**src/rtl/sweep_counter.sv**
```systemverilog
`default_nettype none
// ============================================================================
// Module      : sweep_counter
// Description : Multi-axis sweep-enable terminal counter, one FSM per channel.
// Revision    : 1.0 - initial release
// ============================================================================
module sweep_counter #(
  parameter int NCH    = 2,
  parameter int CW     = 5,
  parameter int MAXCNT = 31,
  parameter int MODE   = 0,
  parameter int REARM  = 1
) (
  input  logic                CLK,
  input  logic                RST_N,
  input  logic [NCH-1:0]      EN,
  input  logic [NCH-1:0]      PWM_LIMIT,
  output logic [NCH-1:0]      CNT_EN,
  output logic [NCH-1:0]      DONE,
  output logic [NCH*CW-1:0]   COUNT,
  output logic                BUSY
);

  localparam logic [1:0]    c_idle  = 2'd0;
  localparam logic [1:0]    c_run   = 2'd1;
  localparam logic [1:0]    c_stop  = 2'd2;
  localparam logic [CW-1:0] c_max   = CW'(MAXCNT);
  localparam logic [CW-1:0] c_one   = CW'(1);
  localparam logic          c_force = (MODE != 0);
  localparam logic          c_hold  = (REARM != 0);

  generate
    for (genvar i = 0; i < NCH; i++) begin : g_ch
      logic [1:0]    r_state;
      logic [1:0]    w_state_nxt;
      logic [CW-1:0] r_cnt;
      logic [CW-1:0] w_cnt_nxt;
      logic          r_cnt_en;
      logic          w_cnt_en_nxt;
      logic          r_done;
      logic          w_done_nxt;
      logic          w_at_max;
      logic          w_term;

      // The limit flag only matters once the count sits on the terminal value.
      assign w_at_max = (r_cnt == c_max);
      assign w_term   = w_at_max && (PWM_LIMIT[i] || c_force);

      always_ff @(posedge CLK) begin
        if (!RST_N) begin
          r_state  <= c_idle;
          r_cnt    <= '0;
          r_cnt_en <= 1'b0;
          r_done   <= 1'b0;
        end else begin
          r_state  <= w_state_nxt;
          r_cnt    <= w_cnt_nxt;
          r_cnt_en <= w_cnt_en_nxt;
          r_done   <= w_done_nxt;
        end
      end

      always_comb begin
        w_state_nxt = c_idle;
        if (EN[i]) begin
          case (r_state)
            c_idle:  w_state_nxt = c_run;
            c_run:   w_state_nxt = w_term ? c_stop : c_run;
            c_stop:  w_state_nxt = c_hold ? c_stop : c_run;
            default: w_state_nxt = c_idle;
          endcase
        end
      end

      // Outputs are computed one cycle early so the ports come straight from flops.
      always_comb begin
        w_cnt_nxt    = '0;
        w_cnt_en_nxt = 1'b0;
        w_done_nxt   = 1'b0;
        if (EN[i]) begin
          case (r_state)
            c_idle: begin
              w_cnt_en_nxt = 1'b1;
              w_cnt_nxt    = c_one;
            end
            c_run: begin
              if (w_term) begin
                w_done_nxt = 1'b1;
              end else begin
                w_cnt_en_nxt = 1'b1;
                w_cnt_nxt    = w_at_max ? '0 : (r_cnt + c_one);
              end
            end
            c_stop: begin
              if (!c_hold) begin
                w_cnt_en_nxt = 1'b1;
                w_cnt_nxt    = c_one;
              end
            end
            default: begin
              w_cnt_nxt    = '0;
              w_cnt_en_nxt = 1'b0;
              w_done_nxt   = 1'b0;
            end
          endcase
        end
      end

      assign CNT_EN[i]         = r_cnt_en;
      assign DONE[i]           = r_done;
      assign COUNT[i*CW +: CW] = r_cnt;
    end
  endgenerate

  assign BUSY = |CNT_EN;

endmodule
`default_nettype wire

```
**config.mk**
```make
export PLATFORM = sky130hd
export DESIGN_NAME = sweep_counter
export DESIGN_NICKNAME = d
export VERILOG_FILES = /design/src/rtl/sweep_counter.sv
export SDC_FILE = /design/constraint.sdc
export NUM_CORES = 1
export LEC_CHECK = 0
export BUFFER_PORTS_ARGS = -buffer_cell sky130_fd_sc_hd__buf_2
export CAP_MARGIN = 20
export CORE_MARGIN = 1
export CORE_UTILIZATION = 30
export CTS_CLUSTER_DIAMETER = 150
export CTS_CLUSTER_SIZE = 20
export DETAILED_ROUTE_END_ITERATION = 6
export GPL_TIMING_DRIVEN = 0
export SETUP_SLACK_MARGIN = 0.5
export SYNTH_ARGS = -nofsm -noshare
export SYNTH_HDL_FRONTEND = slang
export SYNTH_SLANG_ARGS = --single-unit
```
**constraint.sdc**
```tcl
create_clock -name CLK -period 2.3 [get_ports CLK]
set_input_delay 0.345 -clock CLK [delete_from_list [all_inputs] [get_ports CLK]]
set_output_delay 0.345 -clock CLK [all_outputs]
set_load 0.005 [all_outputs]
```
==> impl_metrics.tcl, run 1 <==
set metrics [dict create \
    htreeDepth 1 \
    synthCells 70 \
    avgSynthCellArea_um2 10.2 \
    comb_power_share_pct 5.9 \
    worst_hold_slack_ns 0.303 \
    cts_buffer_depth 2 \
    nets 105 \
    cap_violations 0 \
    sw_frac_of_total_pct 21.9 \
    synth_seq_cells 18 \
    post-cts-setup-buffers 0 \
    antenna_cells 0 \
    cts_tree "built" \
    crit_type "flip-flop to flip-flop" \
    ios 21 \
    status "finished clean" \
    yosysUniqueCellTypes 23 \
    rows 17 \
    cts_buffers 3 \
    synth.top_cells.by_area "dfxtp_1 51%, ha_1 7.0%, buf_4 4.2%" \
    whs_path_depth 2 \
    clkLatencyLatePin_ns 0.28 \
    critPathLaunch "g_ch[1].r_cnt[0]" \
    hp-class "input port to flip-flop" \
    ant_nets 0 \
    syn_area_um2 711 \
    end_kind "flip-flop" \
    yosys.area.top_type_share_pct 50.7 \
    seqPwrFrac_pct 64.0 \
    fp.dieH_um 50.7 \
    wirelength_um 1230 \
    final_hold_viol_count 0 \
    drive_gt1_share_pct 32.3 \
    post_cts_resized 0 \
    die_area_um2 2570 \
    clock.fmax_mhz 676 \
    grt_pass1_vias 452 \
    vdd_ir_drop_max_v 0.000416 \
    clockPowerShare_pct 30.1 \
    dp_hpwl_um 937 \
    ff2ff_path_depth 6 \
    syn-num-nets 80 \
    core_um2 2210 \
    drt_iter0_drc 10 \
    rsz0062_at_grt "no" \
    grt_usage_pct 10.2 \
    initial_core_util_pct 32.1 \
    routedWlPerCell_um 10.2 \
    clk_pin_slew_ns 0.10 \
    skew_ns 0.00165 \
    power_w 0.000505 \
    vias_per_cell 4.53 \
    tns_ns 0 \
    cp_max_fo 4 \
    post-route-min-period_ns 1.48 \
    synthToLayoutAreaGrowth_pct 22.2 \
    hold-path-endpoint "g_ch[0].r_cnt_en" \
    maxSlewViolCount 0 \
    route.vias.total 548 \
    start_kind "flip-flop" \
    first_pass_iters 4 \
    internal_power_w 0.000395 \
    cts_root_buffer "clkbuf_4" \
    synth_warnings 0 \
    hold_path.startpoint "PWM_LIMIT[0]" \
    numPortBuffers 20 \
    ys_seq_area_share_pct 50.7 \
    grt_pass1_wl_um 1950 \
    fp.dieW_um 50.7 \
    remaining_drc_errors 0 \
    hold_buffers 0 \
    p_sw_w 0.000111 \
    critPathRequiredTime_ns 2.48 \
    antenna_found_initial 0 \
    r2r_slack_ns 0.82 \
    powerDensity_nw_per_um2 582 \
    slew_headroom_pct 84.3 \
    grt_overflow_total 0 \
    setup_viol 0 \
    reg2reg_to "g_ch[1].r_state[1]" \
    grt_max_degree 10 \
    r2r-start "g_ch[1].r_cnt[0]" \
    cts_sinks 18 \
    leakage_nw 0.410 \
    worstPathArrival_ns 1.66 \
    worst_slew_pin_slew_ns 0.235 \
    yosysTopAreaCell "dfxtp_1" \
    min_period_over_period_pct 64.3 \
    gp_congestion 0.706 \
]
-- cells in the mapped netlist, drive strengths merged --
master	n
dfxtp	18
nor2	8
nand3	5
buf	4
ha	4
nand2	4
and3	3
nor3	3
a311oi	2
and2	2
inv	2
nand3b	2
o21a	2
xnor2	2
xor2	2
a21oi	1
and3b	1
and4	1
mux2i	1
nand2b	1
nor2b	1
or2	1
-- cells by family (layout without fill, tap and decap cells) --
family,Yosys count,after routing,share of synthesized area (%)
AOI/OAI and AO/OA,5,5,5.28
xor gates and xnor gates,4,4,4.93
adders and majority gates,4,4,7.04
buffers and inverters,6,29,5.28
DFF,18,18,50.7
muxes,1,1,1.41
and+or+nand+nor,32,32,25.4
-- stage by stage --
step,utilization (%),cells,instance area [µm²],setup WS [ns]
2_1_floorplan,-,70,711,0.934
3_3_place_gp,38.2,118,846,0.861
3_5_place_dp,38.2,118,846,0.838
4_1_cts,39.3,121,868,0.803
5_1_grt,39.3,121,868,0.709
6_report,39.3,121,868,0.822
-- worst max path at each step --
stage	to	depth (start not counted)
after detailed placement	g_ch[1].r_state[1]	6
after floorplan	g_ch[1].r_state[1]	6
after global placement	g_ch[1].r_state[1]	6
final	g_ch[1].r_state[1]	6
after CTS	g_ch[1].r_state[1]	6
after global routing	g_ch[1].r_state[1]	6
-- flip-flops by register name, summed over array words and instances, names as in the netlist --
name	flops
g_ch.r_cnt	10
g_ch.r_cnt_en	2
g_ch.r_done	2
g_ch.r_state	4
-- routing by layer --
metal	track usage (%)	routed length [µm]	part of all wire, %
met1	12.9	555	45
met2	15.8	559	45
met3	3.33	102	8.3
met4	4.17	14	1.1
met5	0	0	0
-- worst max-delay path, stage by stage (launching register included) --
cell and delay, ns:
dfxtp_1 0.35, ha_1 0.23, and3_1 0.19, ha_1 0.21, nand3_1 0.13, mux2i_1 0.09
and3_1 0.18
-- area by class of cell --
class / count / area (µm²)
clock buffers: 3 / 22.5
multi-input cells: 46 / 313
repair buffers: 20 / 100
plain buffers: 4 / 30.0
flip-flops and latches: 18 / 360
fillers: 240 / 1340
inverters: 2 / 7.51
well taps: 28 / 35.0
-- layout by cell type (no fill, tap or decap), drive strengths merged, types with 2 or more instances in the layout --
cell type / instances
nand3b: 2
nand3: 5
and3: 3
o21a: 2
nor3: 3
nor2: 8
inv: 2
a311oi: 2
nand2: 4
and2: 2
xor2: 2
clkbuf: 3
buf: 24
dfxtp: 18
ha: 4
xnor2: 2
-- power by group through the flow --
stage	Clock, W	Combinational, W	Sequential [W]
2_1_floorplan	0	0.0000155	0.000329
3_3_place_gp	0	0.0000292	0.000330
3_5_place_dp	0	0.0000295	0.000331
4_1_cts	0.000154	0.0000301	0.000323
5_1_grt	0.000165	0.0000330	0.000324
6_report	0.000152	0.0000296	0.000323
Note: power is estimated with default switching activity, not from simulation.
==> run 2, diff against run 1 <==
Settings changed: ABC_AREA from default to 1.
Clock period 2.3 ns to 1.5 ns, I/O delays scaled along.
==> impl_metrics.tcl, run 2 <==
set metrics [dict create \
    status "finished clean" \
    die_area_um2 2620 \
    p_sw_w 0.000197 \
    min_period_over_period_pct 80.4 \
    final_hold_viol_count 0 \
    hold_path.startpoint "PWM_LIMIT[1]" \
    reg.largest.list "g_ch.r_cnt (10), g_ch.r_state (4)" \
    route.vias.total 703 \
    remaining_drc_errors 0 \
    critical-path-max-stage-delay_ns 0.34 \
    rows 17 \
    routedWlPerCell_um 10.7 \
    largest-register "g_ch.r_cnt" \
    slew_headroom_pct 87.8 \
    powerDensity_nw_per_um2 704 \
    critical_path.top_delay_family "flip-flops" \
    syn_area_um2 726 \
    synthCells 89 \
    yosys.area.top_type_share_pct 49.7 \
    syn-num-nets 99 \
    ios 21 \
    crit_slowest_cell "dfxtp_2" \
    worst_slew_pin_slew_ns 0.183 \
    yosysTopAreaCell "dfxtp_1" \
    r2r-start "g_ch[1].r_cnt[1]" \
    end_kind "primary output" \
    synth_most_common_cell "nor2_1" \
    r2r_slack_ns 0.30 \
    cap_violations 0 \
    critPathRequiredTime_ns 1.27 \
    grt_pass1_wl_um 2520 \
    cts_tree "built" \
    setup_viol 0 \
    vdd_ir_drop_max_v 0.000612 \
    synth_warnings 0 \
    yosysUniqueCellTypes 15 \
    nets 137 \
    core_um2 2250 \
    worst_hold_slack_ns 0.197 \
    cts_root_buffer "clkbuf_4" \
    synth_seq_cells 18 \
    async_flop_share_pct 0 \
    htreeDepth 1 \
    tns_ns 0 \
    avgSynthCellArea_um2 8.15 \
    wirelength_um 1640 \
    wl_met2_um 854 \
    maxSlewViolCount 0 \
    skew_ns 0.00438 \
    post-route-min-period_ns 1.21 \
    comb_power_share_pct 9.4 \
    dp_hpwl_um 997 \
    ff2ff_path_depth 6 \
    synth.top_cells.by_area "dfxtp_1 50%, nor2_1 13%, nand2_1 7.2%" \
    grt_max_degree 11 \
    ys.flop_type "dfxtp_1" \
    antenna_found_initial 0 \
    layout_common_cells "18 x nor2_1, 16 x buf_6, 11 x buf_4" \
    hold_buffers 0 \
    cts_sinks 18 \
    crit_chain "or2_4 > buf_6" \
    whs_path_depth 3 \
    clockPowerShare_pct 34.9 \
    met3_length_um 104 \
    grt_overflow_total 0 \
    sw_frac_of_total_pct 22.7 \
    ys_seq_area_share_pct 49.7 \
    numPortBuffers 20 \
    initial_core_util_pct 32.2 \
    cts_buffers 3 \
    vias_per_cell 4.56 \
    reg2reg_to "g_ch[1].r_cnt[2]" \
    fillers 215 \
    fp.dieW_um 51.2 \
    gp_congestion 0.722 \
    cp_num_buf_inv 1 \
    fp.dieH_um 51.2 \
    grt_usage_pct 13.3 \
    synthToLayoutAreaGrowth_pct 70.5 \
    hold-path-endpoint "g_ch[1].r_done" \
    worstPathArrival_ns 0.98 \
    grt_pass1_vias 667 \
    drt_iter0_drc 5 \
    rsz0062_at_grt "yes" \
    crit_type "flip-flop to primary output" \
    cts_buffer_depth 2 \
    multi_input_area_um2 430 \
    internal_power_w 0.000674 \
    clk_pin_slew_ns 0.11 \
    start_kind "flip-flop" \
    ant_nets 0 \
    wl_met1_um 608 \
    synth_edf_count 0 \
    clkLatencyLatePin_ns 0.30 \
    layout_commonest_cell "nor2_1" \
    highest_layer "met4" \
    cp_max_fo 2 \
    hp-class "input port to flip-flop" \
    drive_gt1_share_pct 61.1 \
    clock.fmax_mhz 829 \
    leakage_nw 0.570 \
    seqPwrFrac_pct 55.7 \
    seqCellArea_um2 393 \
    antenna_cells 0 \
    synthTopCellsByCount "25 x nor2_1, 18 x dfxtp_1, 14 x nand2_1" \
    largest_reg_flops 10 \
    first_pass_iters 2 \
]
## run 2: power groups by stage
stage                     combinational, W  clock (W)  sequential [W]
after global placement           0.0000492          0        0.000505
after detailed placement         0.0000510          0        0.000505
after CTS                        0.0000765   0.000313        0.000488
after floorplan                  0.0000307          0        0.000504
after global routing             0.0000898   0.000336        0.000487
final                            0.0000817   0.000304        0.000486
## run 2: worst max path at each step
stage,cells after the start,startpoint,to
6_report,2,g_ch[1].r_cnt_en,BUSY
5_1_grt,6,g_ch[1].r_cnt[1],g_ch[1].r_cnt[2]
4_1_cts,7,g_ch[1].r_cnt[0],g_ch[1].r_cnt_en
3_5_place_dp,7,g_ch[1].r_cnt[0],g_ch[1].r_cnt_en
3_3_place_gp,7,g_ch[0].r_cnt[0],g_ch[0].r_cnt_en
2_1_floorplan,7,g_ch[0].r_cnt[0],g_ch[0].r_cnt_en
## run 2: metrics by stage
stage / worst slack (ns) / power, W / cells / util, % / instance area [µm²]
2_1_floorplan: 0.349 / 0.000535 / 89 / - / 776
3_3_place_gp: 0.257 / 0.000554 / 137 / 40.4 / 911
3_5_place_dp: 0.222 / 0.000556 / 137 / 40.4 / 911
4_1_cts: 0.276 / 0.000878 / 150 / 49.2 / 1110
5_1_grt: 0.252 / 0.000913 / 154 / 54.9 / 1240
6_report: 0.293 / 0.000872 / 154 / 54.9 / 1240
## run 2: layout make-up
cell class	instances	share of cell area [%]
tap	28	2.83
multi-input combinational	59	34.8
inverter	8	2.43
buffer	4	3.64
timing repair buffer	33	21.6
sequential	18	31.7
clock buffer	4	2.93
## run 2: logic make-up after synthesis
family                     share of synthesized area [%]
adders and majority gates                           6.90
buffers and inverters                               8.28
xor gates and xnor gates                            2.41
and+or+nand+nor                                     30.9
DFF                                                 49.7
AOI/OAI and AO/OA                                   1.90
## run 2: timing repair
item | 4_1_cts | 5_1_grt
pin swaps | 11 | 19
setup endpoints to repair | 30 | 32
setup buffers | 9 | 4
resized for setup | 26 | 24
## run 2: metal layers
layer	global-route usage, %	vias up
li1	-	351
met1	11.6	315
met2	25.2	25
met3	5.95	12
met4	6.94	0
met5	0	-
## run 2: tightest hold or removal path: stages
cell and delay, ns:
buf_2 0.11, nand2_4 0.09, nor2_2 0.04
